<file path="src/rtl/div_unit_if.sv">
// Divider issue/writeback bundle: issue channel from execute, writeback channel
// toward the register-file write mux, plus hazard and FSM debug taps.
interface div_unit_if #(
   parameter int DATA_WIDTH = 32,
   parameter int ADDR_WIDTH = 5
);
   // Both channels: a transfer happens on a rising edge where valid and ready are
   // both high; valid never waits on ready, and payload is stable while valid is high.
   logic                  start_valid;
   logic                  start_ready;
   logic [1:0]            op;
   logic [DATA_WIDTH-1:0] rs1_val;
   logic [DATA_WIDTH-1:0] rs2_val;
   logic [ADDR_WIDTH-1:0] rd;
   logic                  flush;
   logic                  busy;
   logic [ADDR_WIDTH-1:0] busy_rd;
   logic                  wb_valid;
   logic                  wb_ready;
   logic [ADDR_WIDTH-1:0] wb_rd;
   logic [DATA_WIDTH-1:0] wb_data;
   logic [1:0]            dbg_state;

   modport master (
      output start_valid, op, rs1_val, rs2_val, rd, flush, wb_ready,
      input  start_ready, busy, busy_rd, wb_valid, wb_rd, wb_data, dbg_state
   );

   modport slave (
      input  start_valid, op, rs1_val, rs2_val, rd, flush, wb_ready,
      output start_ready, busy, busy_rd, wb_valid, wb_rd, wb_data, dbg_state
   );
endinterface

</file>
<file path="src/rtl/div_unit.sv">
// Iterative radix-2 restoring RV32M divider (DIV/DIVU/REM/REMU), one op at a time.
// Optional macro DIV_FAST_SPECIAL_EN: divide-by-zero and signed overflow finish at accept.
module div_unit #(
   parameter int DATA_WIDTH = 32,
   parameter int ADDR_WIDTH = 5
) (
   input logic       clk,
   input logic       rst_n,
   div_unit_if.slave io
);
   localparam int CW = $clog2(DATA_WIDTH);
   localparam logic [CW-1:0] LAST_STEP = CW'(DATA_WIDTH - 1);
   localparam logic [DATA_WIDTH-1:0] MIN_NEG = {1'b1, {(DATA_WIDTH-1){1'b0}}};

   typedef enum logic [1:0] {
      S_IDLE = 2'd0,
      S_CALC = 2'd1,
      S_DONE = 2'd2
   } state_e;

   state_e                state_q;
   logic [1:0]            op_q;
   logic [ADDR_WIDTH-1:0] rd_q;
   logic [DATA_WIDTH-1:0] dvsr_q;
   logic [DATA_WIDTH-1:0] rem_q;
   logic [DATA_WIDTH-1:0] quo_q;
   logic [CW-1:0]         cnt_q;
   logic                  qsign_q;
   logic                  rsign_q;
   logic [ADDR_WIDTH-1:0] wb_rd_q;
   logic [DATA_WIDTH-1:0] wb_data_q;

   // Operand conditioning at accept
   logic                  a_neg, b_neg;
   logic [DATA_WIDTH-1:0] abs_a, abs_b;

   always_comb begin
      a_neg = 1'b0;
      b_neg = 1'b0;
      abs_a = io.rs1_val;
      abs_b = io.rs2_val;
      if (!io.op[0]) begin
         a_neg = io.rs1_val[DATA_WIDTH-1];
         b_neg = io.rs2_val[DATA_WIDTH-1];
         if (a_neg) abs_a = -io.rs1_val;
         if (b_neg) abs_b = -io.rs2_val;
      end
   end

`ifdef DIV_FAST_SPECIAL_EN
   logic                  sp_div0, sp_ovf, sp_hit;
   logic [DATA_WIDTH-1:0] sp_res;

   always_comb begin
      sp_div0 = (io.rs2_val == '0);
      sp_ovf  = !io.op[0] && (io.rs1_val == MIN_NEG) && (io.rs2_val == '1);
      sp_hit  = sp_div0 || sp_ovf;
      sp_res  = '0;
      if (sp_div0)     sp_res = io.op[1] ? io.rs1_val : '1;
      else if (sp_ovf) sp_res = io.op[1] ? '0 : MIN_NEG;
   end
`endif

   // One restoring step; rem < divisor always, so the shifted value fits in DATA_WIDTH+1 bits
   logic [DATA_WIDTH:0]   rem_sh, diff;
   logic [DATA_WIDTH-1:0] rem_nx, quo_nx, quo_fix, rem_fix, result;
   logic                  is_signed;

   always_comb begin
      rem_sh    = {rem_q, quo_q[DATA_WIDTH-1]};
      diff      = rem_sh - {1'b0, dvsr_q};
      rem_nx    = rem_sh[DATA_WIDTH-1:0];
      quo_nx    = {quo_q[DATA_WIDTH-2:0], 1'b0};
      if (!diff[DATA_WIDTH]) begin
         rem_nx = diff[DATA_WIDTH-1:0];
         quo_nx = {quo_q[DATA_WIDTH-2:0], 1'b1};
      end
      is_signed = !op_q[0];
      // A zero divisor leaves the all-ones quotient unsigned-looking, as RV32M requires
      quo_fix   = (is_signed && qsign_q && (dvsr_q != '0)) ? -quo_nx : quo_nx;
      rem_fix   = (is_signed && rsign_q) ? -rem_nx : rem_nx;
      result    = op_q[1] ? rem_fix : quo_fix;
   end

   always_ff @(posedge clk or negedge rst_n) begin
      if (!rst_n) begin
         state_q   <= S_IDLE;
         op_q      <= '0;
         rd_q      <= '0;
         dvsr_q    <= '0;
         rem_q     <= '0;
         quo_q     <= '0;
         cnt_q     <= '0;
         qsign_q   <= 1'b0;
         rsign_q   <= 1'b0;
         wb_rd_q   <= '0;
         wb_data_q <= '0;
      end else if (io.flush) begin
         state_q <= S_IDLE;
      end else begin
         case (state_q)
            S_IDLE: begin
               if (io.start_valid) begin
                  op_q    <= io.op;
                  rd_q    <= io.rd;
                  dvsr_q  <= abs_b;
                  quo_q   <= abs_a;
                  rem_q   <= '0;
                  qsign_q <= a_neg ^ b_neg;
                  rsign_q <= a_neg;
                  cnt_q   <= '0;
                  state_q <= S_CALC;
`ifdef DIV_FAST_SPECIAL_EN
                  if (sp_hit) begin
                     wb_data_q <= sp_res;
                     wb_rd_q   <= io.rd;
                     state_q   <= S_DONE;
                  end
`endif
               end
            end
            S_CALC: begin
               rem_q <= rem_nx;
               quo_q <= quo_nx;
               cnt_q <= cnt_q + 1'b1;
               if (cnt_q == LAST_STEP) begin
                  wb_data_q <= result;
                  wb_rd_q   <= rd_q;
                  state_q   <= S_DONE;
               end
            end
            S_DONE: begin
               if (io.wb_ready) state_q <= S_IDLE;
            end
            default: state_q <= S_IDLE;
         endcase
      end
   end

   assign io.start_ready = (state_q == S_IDLE);
   assign io.busy        = (state_q != S_IDLE);
   assign io.busy_rd     = rd_q;
   assign io.wb_valid    = (state_q == S_DONE);
   assign io.wb_rd       = wb_rd_q;
   assign io.wb_data     = wb_data_q;
   assign io.dbg_state   = state_q;
endmodule

</file>
<file path="src/flat_wrapper.sv">
// flat-port wrapper written by rule: the top's interface ports become plain ports
module div_unit_flat 
#(
   parameter int DATA_WIDTH = 32,
   parameter int ADDR_WIDTH = 5
)
  (clk, rst_n, io_start_valid, io_op, io_rs1_val, io_rs2_val, io_rd, io_flush, io_wb_ready, io_start_ready, io_busy, io_busy_rd, io_wb_valid, io_wb_rd, io_wb_data, io_dbg_state);
  div_unit_if #(.DATA_WIDTH(DATA_WIDTH), .ADDR_WIDTH(ADDR_WIDTH)) io_i ();
  input logic clk;
  input logic rst_n;
  input wire logic [$bits(io_i.start_valid)-1:0] io_start_valid;
  input wire logic [$bits(io_i.op)-1:0] io_op;
  input wire logic [$bits(io_i.rs1_val)-1:0] io_rs1_val;
  input wire logic [$bits(io_i.rs2_val)-1:0] io_rs2_val;
  input wire logic [$bits(io_i.rd)-1:0] io_rd;
  input wire logic [$bits(io_i.flush)-1:0] io_flush;
  input wire logic [$bits(io_i.wb_ready)-1:0] io_wb_ready;
  output wire logic [$bits(io_i.start_ready)-1:0] io_start_ready;
  output wire logic [$bits(io_i.busy)-1:0] io_busy;
  output wire logic [$bits(io_i.busy_rd)-1:0] io_busy_rd;
  output wire logic [$bits(io_i.wb_valid)-1:0] io_wb_valid;
  output wire logic [$bits(io_i.wb_rd)-1:0] io_wb_rd;
  output wire logic [$bits(io_i.wb_data)-1:0] io_wb_data;
  output wire logic [$bits(io_i.dbg_state)-1:0] io_dbg_state;
  assign io_i.start_valid = io_start_valid;
  assign io_i.op = io_op;
  assign io_i.rs1_val = io_rs1_val;
  assign io_i.rs2_val = io_rs2_val;
  assign io_i.rd = io_rd;
  assign io_i.flush = io_flush;
  assign io_i.wb_ready = io_wb_ready;
  assign io_start_ready = io_i.start_ready;
  assign io_busy = io_i.busy;
  assign io_busy_rd = io_i.busy_rd;
  assign io_wb_valid = io_i.wb_valid;
  assign io_wb_rd = io_i.wb_rd;
  assign io_wb_data = io_i.wb_data;
  assign io_dbg_state = io_i.dbg_state;
  div_unit #(.DATA_WIDTH(DATA_WIDTH), .ADDR_WIDTH(ADDR_WIDTH)) u_core (.clk(clk), .rst_n(rst_n), .io(io_i));
endmodule
</file>
<file path="config.mk">
export PLATFORM = sky130hd
export DESIGN_NAME = div_unit_flat
export DESIGN_NICKNAME = d
export VERILOG_FILES = /design/src/rtl/div_unit_if.sv /design/src/rtl/div_unit.sv /design/src/flat_wrapper.sv
export SDC_FILE = /design/constraint.sdc
export NUM_CORES = 1
export LEC_CHECK = 0
export CAP_MARGIN = 20
export CELL_PAD_IN_SITES_DETAIL_PLACEMENT = 2
export CELL_PAD_IN_SITES_GLOBAL_PLACEMENT = 2
export CORE_ASPECT_RATIO = 0.7
export CORE_MARGIN = 1
export CORE_UTILIZATION = 34
export CTS_CLUSTER_SIZE = 12
export DETAILED_ROUTE_END_ITERATION = 16
export GPL_ROUTABILITY_DRIVEN = 0
export GPL_TIMING_DRIVEN = 1
export PLACE_DENSITY_LB_ADDON = 0.1
export SKIP_CTS_REPAIR_TIMING = 1
export SYNTH_ARGS = -nofsm -noshare
export SYNTH_HDL_FRONTEND = slang
export SYNTH_SLANG_ARGS = --single-unit
</file>
<file path="constraint.sdc">
create_clock -name clk -period 5.1 [get_ports clk]
set_input_delay 0.51 -clock clk [delete_from_list [all_inputs] [get_ports clk]]
set_output_delay 0.51 -clock clk [all_outputs]
set_load 0.05 [all_outputs]
</file>
==> results by group <==
Run status
  • Status: complete, no violations

Critical path
  • Top delay family on crit path: compound AO/OA/AOI/OAI gates
  • Worst R2R Setup Slack: 0.26 ns
  • Peak per-stage delay on the critical path: 0.42 ns
  • Crit path max fanout: 8
  • WP data required: 5.49 ns
  • Worst Path Arrival: 5.24 ns
  • Critical path's most frequent cell: a211o_1
  • CP Class: reg2reg
  • Crit Reg-Reg Endpoint: u_core.io.wb_data[30]$_DFFE_PN0P_
  • CP Capture Type: register
  • Crit. Startpoint: u_core.quo_q[31]$_DFFE_PN0P_
  • Reg2reg start: u_core.quo_q[31]$_DFFE_PN0P_
  • CP Launch Type: register
  • CP bufs+invs: 3
  • CP max-delay cell: fa_1
  • R2r worst-path depth: 19
  • Critical Path, Cell by Cell: inv_1, ha_1, fa_1, nand2b_1, a21bo_2, a211o_1, a211o_1, a21oi_4, nor2_4, inv_1, buf_4, a21oi_1, ha_1, and2_1, a2111oi_2, a211o_1, a21oi_2, a211o_1, nand3_1

Yosys
  • Post-synth top area share: 0.315
  • Post-Syn Instances: 1,509
  • Mapped Nets: 1,624
  • Most instantiated cells after synthesis: nand2_1, nor2_1, a21oi_1
  • Number of synthesized flops with an enable pin: 0
  • Register bit total from synthesis: 149
  • Sequential element share of the synthesized area: 0.315
  • Synth warnings: 0
  • Most common cell in the synthesized netlist: nand2_1
  • Post-synth top area cell: dfrtp_1
  • Area of the mapped netlist: 0.0118 sq mm
  • Fraction of registers with async set/reset: 1.00
  • Ys flop type: dfrtp_1
  • Mean post-synth cell area: 7.85 sq um
  • Post-synth cell types: 84
  • Largest cells by area after synthesis: dfrtp_1, a21oi_1, o21ai_0

Finish
  • NumNets Final: 1,726
  • Layout area overhead: 20.4%
  • Antenna diode count: 0
  • Share of cells above drive strength 1: 0.0708

Die
  • Die Area: 0.0356 sq mm
  • Num ports: 123
  • Core area: 0.0339 sq mm
  • Starting density of the core: 0.349
  • Die span in y: 158 um
  • Row count: 56
  • DIE WIDTH: 225 um

Timing
  • Final setup vio count: 0
  • Slew headroom: 0.331
  • Min Clock Period, post-route: 4.84 ns
  • RSZ-0062 raised after global routing: no
  • Worst slew pin tran: 0.994 ns
  • Slew Limit Fails: 0
  • Fmax: 206 MHz
  • Setup TNS Final: 0 ns
  • Period utilization: 0.950
  • Fin. Hold Viols: 0
  • Skew final: 0.0141 ns

GRT
  • Largest net degree at the start of global routing: 76
  • Total track usage: 0.277
  • Initial antenna violation count: 0
  • Global route overflow: 0
  • First-pass GRT wire length: 75.4 mm
  • Vias in the first global route: 12,900

Placed design
  • I/O Buffers: 122
  • Detail Placement HPWL: 37.0 mm

Routing
  • Routed WL per cell: 23.0 um
  • ANT nets after route: 0
  • DRC: 0
  • DR iter-0 viols: 783
  • Drt first pass iters: 5
  • Vias per cell: 5.82
  • Via count: 12,200
  • Routed WL: 48.1 mm

Clock tree
  • Htree depth: 4
  • # clock sinks: 149
  • Root Driver: clkbuf_16
  • CTS tree: done
  • TritonCTS Buffers: 17
  • Max Root-Sink Buffers: 2
  • Reg clk slew, reported paths: 0.07 ns
  • Worst skew pair latency: 0.46 ns

Power and ir drop
  • Lkg Pwr: 5.87 nW
  • P per Cell Area: 478 mW/mm^2
  • Pwr Total: 6.82 mW
  • Max VDD drop: 0.000280 V

Worst hold path
  • Hold Path Class: in2async

Flow run
  • Max Cap Violations: 0
==> placed cells by master (no fill, tap or decap), types with 11 or more instances in the layout <==
cell	count
nand2_1	182
nor2_1	153
a21oi_1	150
dfrtp_1	149
o21ai_0	144
clkdlybuf4s50_1	121
xor2_1	70
inv_1	54
xnor2_1	54
ha_1	38
buf_4	36
nor3_1	35
mux2i_1	33
nor4_1	31
or3_1	27
nand3_1	24
o31ai_1	21
o21ai_1	19
clkbuf_16	17
a21o_1	16
mux2_2	16
nand2b_1	13
or4_1	13
a31oi_1	12
and2_1	11
nand4_1	11
a211oi_1	11
o211ai_1	11
==> worst reg2reg max path, stage by stage (launching register included) <==
cell and delay, ns:
dfrtp_1 0.41, inv_1 0.08, ha_1 0.22, fa_1 0.42, nand2b_1 0.21, a21bo_2 0.25, a211o_1 0.36, a211o_1 0.39
a21oi_4 0.29, nor2_4 0.07, inv_1 0.20, buf_4 0.22, a21oi_1 0.11, ha_1 0.29, and2_1 0.17, a2111oi_2 0.42
a211o_1 0.23, a21oi_2 0.08, a211o_1 0.30, nand3_1 0.08
==> power by group <==
part	switching (mW)	total, mW	leakage, nW	internal (mW)
combinational	2.42	3.77	3.66	1.35
sequential	0.290	1.66	1.92	1.37
clock	0.591	1.39	0.294	0.802
==> how the worst max path moves through the flow <==
| stage | to | slack, ns | depth (start not counted) |
|---|---|---|---|
| after global routing | u_core.io.wb_data[26]$_DFFE_PN0P_ | 0.01 | 17 |
| final | u_core.io.wb_data[30]$_DFFE_PN0P_ | 0.26 | 19 |
| after detailed placement | u_core.io.wb_data[30]$_DFFE_PN0P_ | 0.24 | 17 |
| after CTS | u_core.io.wb_data[30]$_DFFE_PN0P_ | 0.23 | 18 |
| after global placement | u_core.io.wb_data[30]$_DFFE_PN0P_ | 0.52 | 18 |
| after floorplan | u_core.io.wb_data[26]$_DFFE_PN0P_ | 0.51 | 20 |
==> cell families (layout without fill, tap and decap cells) <==
group,count (synthesis),after routing,share of synthesized area
DFF,149,149,0.315
adders and majority gates,39,39,0.0418
muxes,50,50,0.0444
buffers and inverters,129,244,0.0436
and+or+nand+nor,540,540,0.215
xor gates and xnor gates,124,124,0.0917
AOI/OAI and AO/OA,478,478,0.249
==> routing by layer <==
layer	part of all wire	track usage	vias up
li1	-	-	5645
met1	0.51	0.402	6262
met2	0.44	0.429	213
met3	0.039	0.0401	40
met4	0.014	0.0719	0
met5	0	0	-
==> final cells by class <==
type,count,area [sq um]
Inverter,54,203
Tap cell,464,581
Timing Repair Buffer,158,1490
Multi-Input combinational cell,1231,7630
Clock buffer,19,453
Clock inverter,13,171
Sequential cell,149,3730
Fill cell,3884,19700
==> per-stage QoR <==
stage               hold slack, ns  instance area, sq um  setup slack [ns]   util  cells
floorplan                    0.214                 11800             0.509      -   1509
global placement             0.460                 13600             0.517  0.402   2056
detailed placement           0.466                 13600             0.237  0.402   2056
CTS                         0.0769                 14200             0.225  0.420   2088
global route                 0.111                 14300           0.00970  0.420   2088
finish                      0.0579                 14300             0.256  0.420   2088
==> flip-flops by register name (all words and copies together), names as in the netlist <==
register             flops
u_core.dvsr_q           32
u_core.qsign_q           1
u_core.op_q              2
u_core.io.wb_rd          5
u_core.quo_q            32
u_core.io.dbg_state      2
u_core.rsign_q           1
u_core.rem_q            32
u_core.io.wb_data       32
u_core.io.busy_rd        5
u_core.cnt_q             5
Note: power is estimated with default switching activity, not from simulation.
